## config.mk

```make
export PLATFORM = sky130hd
export DESIGN_NAME = alu8_operand_sequencer
export DESIGN_NICKNAME = d
export VERILOG_FILES = /design/src/rtl/alu8_operand_sequencer.sv
export SDC_FILE = /design/constraint.sdc
export NUM_CORES = 1
export LEC_CHECK = 0
export CAP_MARGIN = 20
export CORE_MARGIN = 2
export CORE_UTILIZATION = 35
export DETAILED_ROUTE_END_ITERATION = 7
export GPL_TIMING_DRIVEN = 0
export MAX_ROUTING_LAYER = met4
export PLACE_DENSITY = 0.72
export REMOVE_ABC_BUFFERS = 1
export SYNTH_ARGS = -nofsm -noshare
export SYNTH_HDL_FRONTEND = slang
export SYNTH_SLANG_ARGS = --single-unit
```

## constraint.sdc

```tcl
create_clock -name clk -period 1.5 [get_ports clk]
set_input_delay 0.15 -clock clk [delete_from_list [all_inputs] [get_ports clk]]
set_output_delay 0.15 -clock clk [all_outputs]
set_load 0.005 [all_outputs]
```

## src/rtl/alu8_operand_sequencer.sv

```systemverilog
// Operand sequencer around the 8-bit add/mul/compare/subtract datapath: byte stream in, A/B held, result captured.
// Optional SEQ_TXN_COUNT_EN adds an 8-bit count of completed output handshakes on port txn_count.
module alu8_operand_sequencer #(
  parameter int SETTLE_CYCLES = 2
) (
  input  logic        clk,
  input  logic        rst,
  input  logic        in_valid,
  input  logic [7:0]  in_data,
  output logic        in_ready,
  output logic [7:0]  a_o,
  output logic [7:0]  b_o,
  input  logic [15:0] result_i,
  output logic        out_valid,
  output logic [15:0] out_data,
  input  logic        out_ready
`ifdef SEQ_TXN_COUNT_EN
  ,
  output logic [7:0]  txn_count
`endif
);

  typedef enum logic [1:0] {LOAD_A, LOAD_B, SETTLE, HOLD} state_t;

  localparam logic [3:0] SETTLE_INIT = 4'(SETTLE_CYCLES - 1);

  state_t     state;
  logic [3:0] count;

  // Upstream may only present bytes while an operand slot is open.
  assign in_ready = (state == LOAD_A) || (state == LOAD_B);

  always_ff @(posedge clk) begin
    if (rst) begin
      state     <= LOAD_A;
      a_o       <= 8'h00;
      b_o       <= 8'h00;
      out_data  <= 16'h0000;
      out_valid <= 1'b0;
      count     <= 4'd0;
    end else begin
      case (state)
        LOAD_A: begin
          if (in_valid) begin
            a_o   <= in_data;
            state <= LOAD_B;
          end
        end
        LOAD_B: begin
          if (in_valid) begin
            b_o   <= in_data;
            count <= SETTLE_INIT;
            state <= SETTLE;
          end
        end
        SETTLE: begin
          // Result is taken exactly SETTLE_CYCLES edges after the B handshake.
          if (count == 4'd0) begin
            out_data  <= result_i;
            out_valid <= 1'b1;
            state     <= HOLD;
          end else begin
            count <= count - 4'd1;
          end
        end
        HOLD: begin
          if (out_ready) begin
            out_valid <= 1'b0;
            state     <= LOAD_A;
          end
        end
        default: state <= LOAD_A;
      endcase
    end
  end

`ifdef SEQ_TXN_COUNT_EN
  always_ff @(posedge clk) begin
    if (rst) begin
      txn_count <= 8'd0;
    end else if ((state == HOLD) && out_ready) begin
      txn_count <= txn_count + 8'd1;
    end
  end
`endif

endmodule

```

# [Word level (Yosys, flattened, before mapping)]
# Cells that the tools add are included.
[totals] regBits=39 wordCells=37 input_bits=28 output_inout_bits=34
[classes] n_eq_ne=8 reduce_logical=11 add_sub_neg=1 n_mux=11
[op_table] operator="$ne A2 B2 Y1 const B" count=5
[op_table] operator="$mux W2" count=4
[op_table] operator="$mux W4" count=2
[op_table] operator="$pmux W2 S4" count=1
[op_table] operator="$pmux W4 S2" count=1
[op_table] operator="$reduce_and A2 Y1" count=3
[op_table] operator="$reduce_and A3 Y1" count=2
[op_table] operator="$eq A2 B2 Y1 const B" count=2
[op_table] operator="$logic_not A4 Y1" count=1
[op_table] operator="$reduce_and A4 Y1" count=1
[op_table] operator="$reduce_bool A2 Y1" count=2
[op_table] operator="$sub A4 B1 Y4 const B" count=1
[op_table] operator="$eq A2 B1 Y1 const B" count=1
[op_table] operator="$logic_not A2 Y1" count=1
[op_table] operator="$mux W1" count=2
[op_table] operator="$pmux W1 S2" count=1
[op_table] operator="$logic_or A1 B1 Y1" count=1

# [Depth between registers and ports, before layout]
# Gate-level depths: netlist (run 1).
[logic_depth] word_depth=3 mapped_depth=8

# [Worst setup path before layout (run 1)]
# Ideal clock, no wire load.
[synth_timing] path_type="reg2reg" startpoint="register state[0]" endpoint="register count[1]" path_stages_with_launch=7 n_path_buf=1 setup_time_ps=70 setup_slack_ps=-37 t_arrival_ps=1467 cell_sequence="dfxtp_1 -> inv_1 -> ha_1 -> buf_6 -> nor4bb_4 -> or4_1 -> a21oi_1"
[synth_between] elab_chain_cells=3 word_cells_on_any_way=7 cone_classes="eq/ne: 4; mux: 1; reduce/logical: 2"
[synth_rtl] element="start, declared" line="27" rtl="state_t state;"
[synth_rtl] element="start signal, assigned" line="35" rtl="state <= LOAD_A;"
[synth_rtl] element="start signal, assigned" line="46" rtl="state <= LOAD_B;"
[synth_rtl] element="start signal, assigned" line="53" rtl="state <= SETTLE;"
[synth_rtl] element="$eq A2 B2 Y1 or $eq A2 B1 Y1 (tied branches)" line="42" rtl="case (state)"
[synth_rtl] element="$ne A2 B2 Y1 (no source line) or $reduce_bool A2 Y1 (tied branches)"
[synth_rtl] element="$reduce_and A3 Y1 (no source line)"
[synth_rtl] element="end signal, assigned" line="63" rtl="count <= count - 4'd1;"
[synth_rtl] element="end, declared" line="28" rtl="logic [3:0] count;"
# Parallel ways exist; a longest one is shown, timed or not.
# A chain may end at the register's enable or synchronous reset.

# [Worst setup path in the final report (run 1)]
[layout_timing] startpoint="register state[1]" endpoint="register count[1]"
# Same word-level chain as after synthesis.

==> qor.txt, run 1 <==
====================================================================================================
Vias in the first global route                                                                 1,375
Arrival time reported for the critical path endpoint                                         1.78 ns
Setup tns final                                                                            -0.104 ns
Hold-fix buffer count after cts                                                                    0
Relative area change from synthesis to final layout                                            58.1%
Power share of the combinational group                                                         40.4%
Deepest clock path buffer count                                                                    2
Maximum capacitance violations                                                                     0
Violations in the final reports                                                         setup timing
Outcome                                                                                 complete, but fails checks
Worst path setup slack after routing                                                      -0.0670 ns
Layout filler cell count                                                                         428
Minimum clock period                                                                         1.57 ns
Initial standard-cell utilization of the core                                                  35.8%
Antenna diode count                                                                                0
Worst-case headroom to the max-slew limit                                                      42.7%
Logic depth of the worst register-to-register path                                                 6
Count of endpoints failing hold in the final timing report                                         0
Number of enable flip-flop cells after synthesis                                                   0
Adder and majority cell fraction of the synthesized area                                       4.46%
Proportion of layout cells with a drive suffix above 1                                         21.6%
Worst hold path stage count                                                                        3
Data required time of the worst path                                                         1.71 ns
Root Buffer                                                                             sky130_fd_sc_hd__clkbuf_8
Core Footprint                                                                           0.00469 mm²
Mean post-synth cell area                                                                   8.54 µm²
Worst Tran Pin Value                                                                        0.859 ns
Net switching fraction of the power                                                            30.7%
Final Instance Area                                                                      0.00266 mm²
Simple-Gate Fraction of Synth Area                                                             22.8%
Total count of max-transition violations in the final report                                       0
Detailed router's first-iteration violation count                                                 69
Power density relative to cell area                                                      1530 mW/mm²
Num rows                                                                                          25
Final number of setup-violating endpoints                                                          2
Share of synthesized area spent on multiplexers                                                1.86%
Residual antenna-violating net count after detailed routing                                        0
Kind of critical path                                                                        reg2reg
Flop-to-flop setup slack                                                                    -0.07 ns
Latest clock arrival within the worst-skew pair                                              0.29 ns
Startpoint type of the worst setup path                                                    flip-flop
Library cells used by synthesis                                                                   34
Post-Place Worst Slack                                                                     -0.778 ns
Main combinational cell family by area after synthesis                                  simple AND/OR/NAND/NOR gates
Combined area of all synthesized cells                                                   0.00168 mm²
Drt drc                                                                                            0
Post-synthesis sequential element count                                                           39
CTS Buf Count                                                                                      5
Die area                                                                                 0.00538 mm²
Clock-pin slew reported for the worst setup and hold paths after clock tree synthesis        0.08 ns
Overall Global Routing Usage                                                                   16.1%
Net count, final                                                                                 302
YS warnings                                                                                        0
Mean routed wirelength per cell                                                              13.1 µm
Number of sinks handled by clock tree synthesis                                                   39
Global-route wire length before repair                                                       6530 µm
Worst clock skew                                                                          0.00736 ns
Portion of the post-synthesis area used by sequential elements                                 46.4%
Primary flip-flop cell chosen by synthesis mapping                                      sky130_fd_sc_hd__dfxtp_1
Final Hold Slack                                                                            0.402 ns
Detailed-routing iteration count for the pre-antenna-repair pass                                   4
Die Ht                                                                                       73.3 µm
Pin count of the biggest net entering global routing                                              42
GPL Wtd Cong                                                                                   0.795
Largest voltage drop on the vdd net                                                           642 µV
Hold WC Path Type                                                                             in2reg
Ports                                                                                             62
Via-to-Cell Ratio                                                                               4.95
Final clock period utilization by the worst path                                                104%
Width of the die                                                                             73.3 µm
XOR/XNOR Fraction of Synth Area                                                                   0%
CTS tree                                                                                         yes
Clock network power share                                                                      25.7%
P_int                                                                                        2.82 mW
Crit-path max FO                                                                                   4
Leak pwr                                                                                    0.946 nW
DPL Wire Length                                                                              2590 µm
Mapped Cells                                                                                     197
Clock H-tree levels                                                                                2
Type of destination of the critical path                                                   flip-flop
Residual overflow from global routing                                                              0
Via count                                                                                      1,598
Max frequency                                                                                638 MHz
Net switching power                                                                          1.25 mW
Area after detailed placement                                                            0.00228 mm²
Share of flip-flops with an asynchronous set or reset after synthesis                             0%
Compound-Gate Fraction of Synth Area                                                           17.6%
Sequential fraction of design power                                                            34.0%
Initial antenna violation count                                                                    0
RSZ-0062 raised after global routing                                                            true
Number of buffers inserted by port buffering                                                      61
Final wirelength                                                                             4230 µm
====================================================================================================
[flip-flops by register name (all words and copies together), names as in the netlist]
signal / cells
out_valid: 1
b_o: 8
a_o: 8
count: 4
state: 2
out_data: 16
[critical path: stages, from the launching register on]
cell	delay [ns]
sky130_fd_sc_hd__dfxtp_4	0.36
sky130_fd_sc_hd__inv_2	0.06
sky130_fd_sc_hd__ha_4	0.17
sky130_fd_sc_hd__buf_4	0.15
sky130_fd_sc_hd__mux2i_2	0.16
sky130_fd_sc_hd__or4_1	0.44
sky130_fd_sc_hd__a21oi_1	0.14
[power groups by stage]
stage,combinational (mW),sequential (mW),clock [mW]
after floorplan,0.653,1.38,0
after global placement,1.25,1.37,0
after detailed placement,1.26,1.38,0
after CTS,1.54,1.38,1.07
after global routing,1.82,1.41,1.11
final,1.65,1.38,1.05
[area by class of cell]
cell class / instances / area (µm²) / share of cell area [%]
Clock buffer: 5 / 68.8 / 2.59
Timing Repair Buffer: 76 / 719 / 27.1
Tap cell: 54 / 67.6 / 2.54
Clock inverter: 3 / 67.6 / 2.54
Multi-Input combinational cell: 136 / 905 / 34.0
Inverter: 10 / 40.0 / 1.51
Sequential cell: 39 / 791 / 29.7
[path summary, 6_finish.rpt]
| kind | startpoint | end |
|---|---|---|
| worst max-delay path | state[1]$_SDFFE_PP0P_ | count[1]$_SDFFE_PP0P_ |
| worst min-delay path | result_i[2] | out_data[2]$_SDFFE_PP0P_ |
| worst max register to register | state[1]$_SDFFE_PP0P_ | count[1]$_SDFFE_PP0P_ |
| worst min register to register | b_o[0]$_SDFFE_PP0P_ | b_o[0]$_SDFFE_PP0P_ |
[cells in the final DEF, fill, tap and decap left out, types with 4 or more instances in the layout]
| cell | netlist | routed |
|---|---|---|
| sky130_fd_sc_hd__clkdlybuf4s50_1 | 0 | 58 |
| sky130_fd_sc_hd__dfxtp_1 | 39 | 35 |
| sky130_fd_sc_hd__ha_4 | 0 | 4 |
| sky130_fd_sc_hd__clkbuf_8 | 0 | 5 |
| sky130_fd_sc_hd__nand3_1 | 17 | 17 |
| sky130_fd_sc_hd__inv_1 | 10 | 6 |
| sky130_fd_sc_hd__nand2_1 | 53 | 51 |
| sky130_fd_sc_hd__a21oi_2 | 11 | 11 |
| sky130_fd_sc_hd__buf_4 | 1 | 13 |
| sky130_fd_sc_hd__a21oi_1 | 24 | 24 |
[cells by family after synthesis]
group,count (synthesis)
DFF,39
adders and majority gates,6
buffers and inverters,23
AOI/OAI and AO/OA,44
and+or+nand+nor,82
muxes,3
[Yosys cell counts, types with 3 or more instances]
library cell              number  area, µm²
sky130_fd_sc_hd__dfxtp_1      39        781
sky130_fd_sc_hd__inv_1        10       37.5
sky130_fd_sc_hd__buf_2         4       20.0
sky130_fd_sc_hd__nand3_1      17       85.1
sky130_fd_sc_hd__ha_1          6       75.1
sky130_fd_sc_hd__a21oi_1      24        120
sky130_fd_sc_hd__a21oi_2      11       96.3
sky130_fd_sc_hd__buf_1         3       11.3
sky130_fd_sc_hd__nand2_1      53        199
[what timing repair did]
action / 4_1_cts / 5_1_grt
hold endpoints to repair: 0 / 0
endpoints found under the setup margin: 32 / 37
cloned: 1 / 0
setup buffers: 11 / 5
pin swaps: 6 / 5
gates resized for setup: 22 / 13
[routing by layer]
metal  routed length [µm]  global-route usage (%)  vias to the layer above  share of wire [%]
met5                    0                       -                        -                  0
met4                   19                    5.05                        0               0.45
met3                  176                    4.53                        2                4.2
met2                 2140                    24.2                       31                 51
met1                 1890                    21.1                      749                 45
li1                     -                       -                      816                  -
[through the flow]
| step | total power [mW] | cells | utilization [%] |
|---|---|---|---|
| 2_1_floorplan | 2.03 | 184 | - |
| 3_3_place_gp | 2.62 | 299 | 48.6 |
| 3_5_place_dp | 2.64 | 299 | 48.5 |
| 4_1_cts | 3.99 | 319 | 55.2 |
| 5_1_grt | 4.34 | 323 | 56.7 |
| 6_report | 4.08 | 323 | 56.7 |
(Power assumes the default switching activity.)
==> inputs of run 2 (changes only) <==
--- a/config.mk
+++ b/config.mk
@@ -5,7 +5,7 @@
 export SDC_FILE = /design/constraint.sdc
 export NUM_CORES = 1
 export LEC_CHECK = 0
-export CAP_MARGIN = 20
+export ABC_CLOCK_PERIOD_IN_PS = 1500
 export CORE_MARGIN = 2
 export CORE_UTILIZATION = 35
 export DETAILED_ROUTE_END_ITERATION = 7
==> results of run 2 <==
Final layout, timing and power as in run 1 (identical DEF).
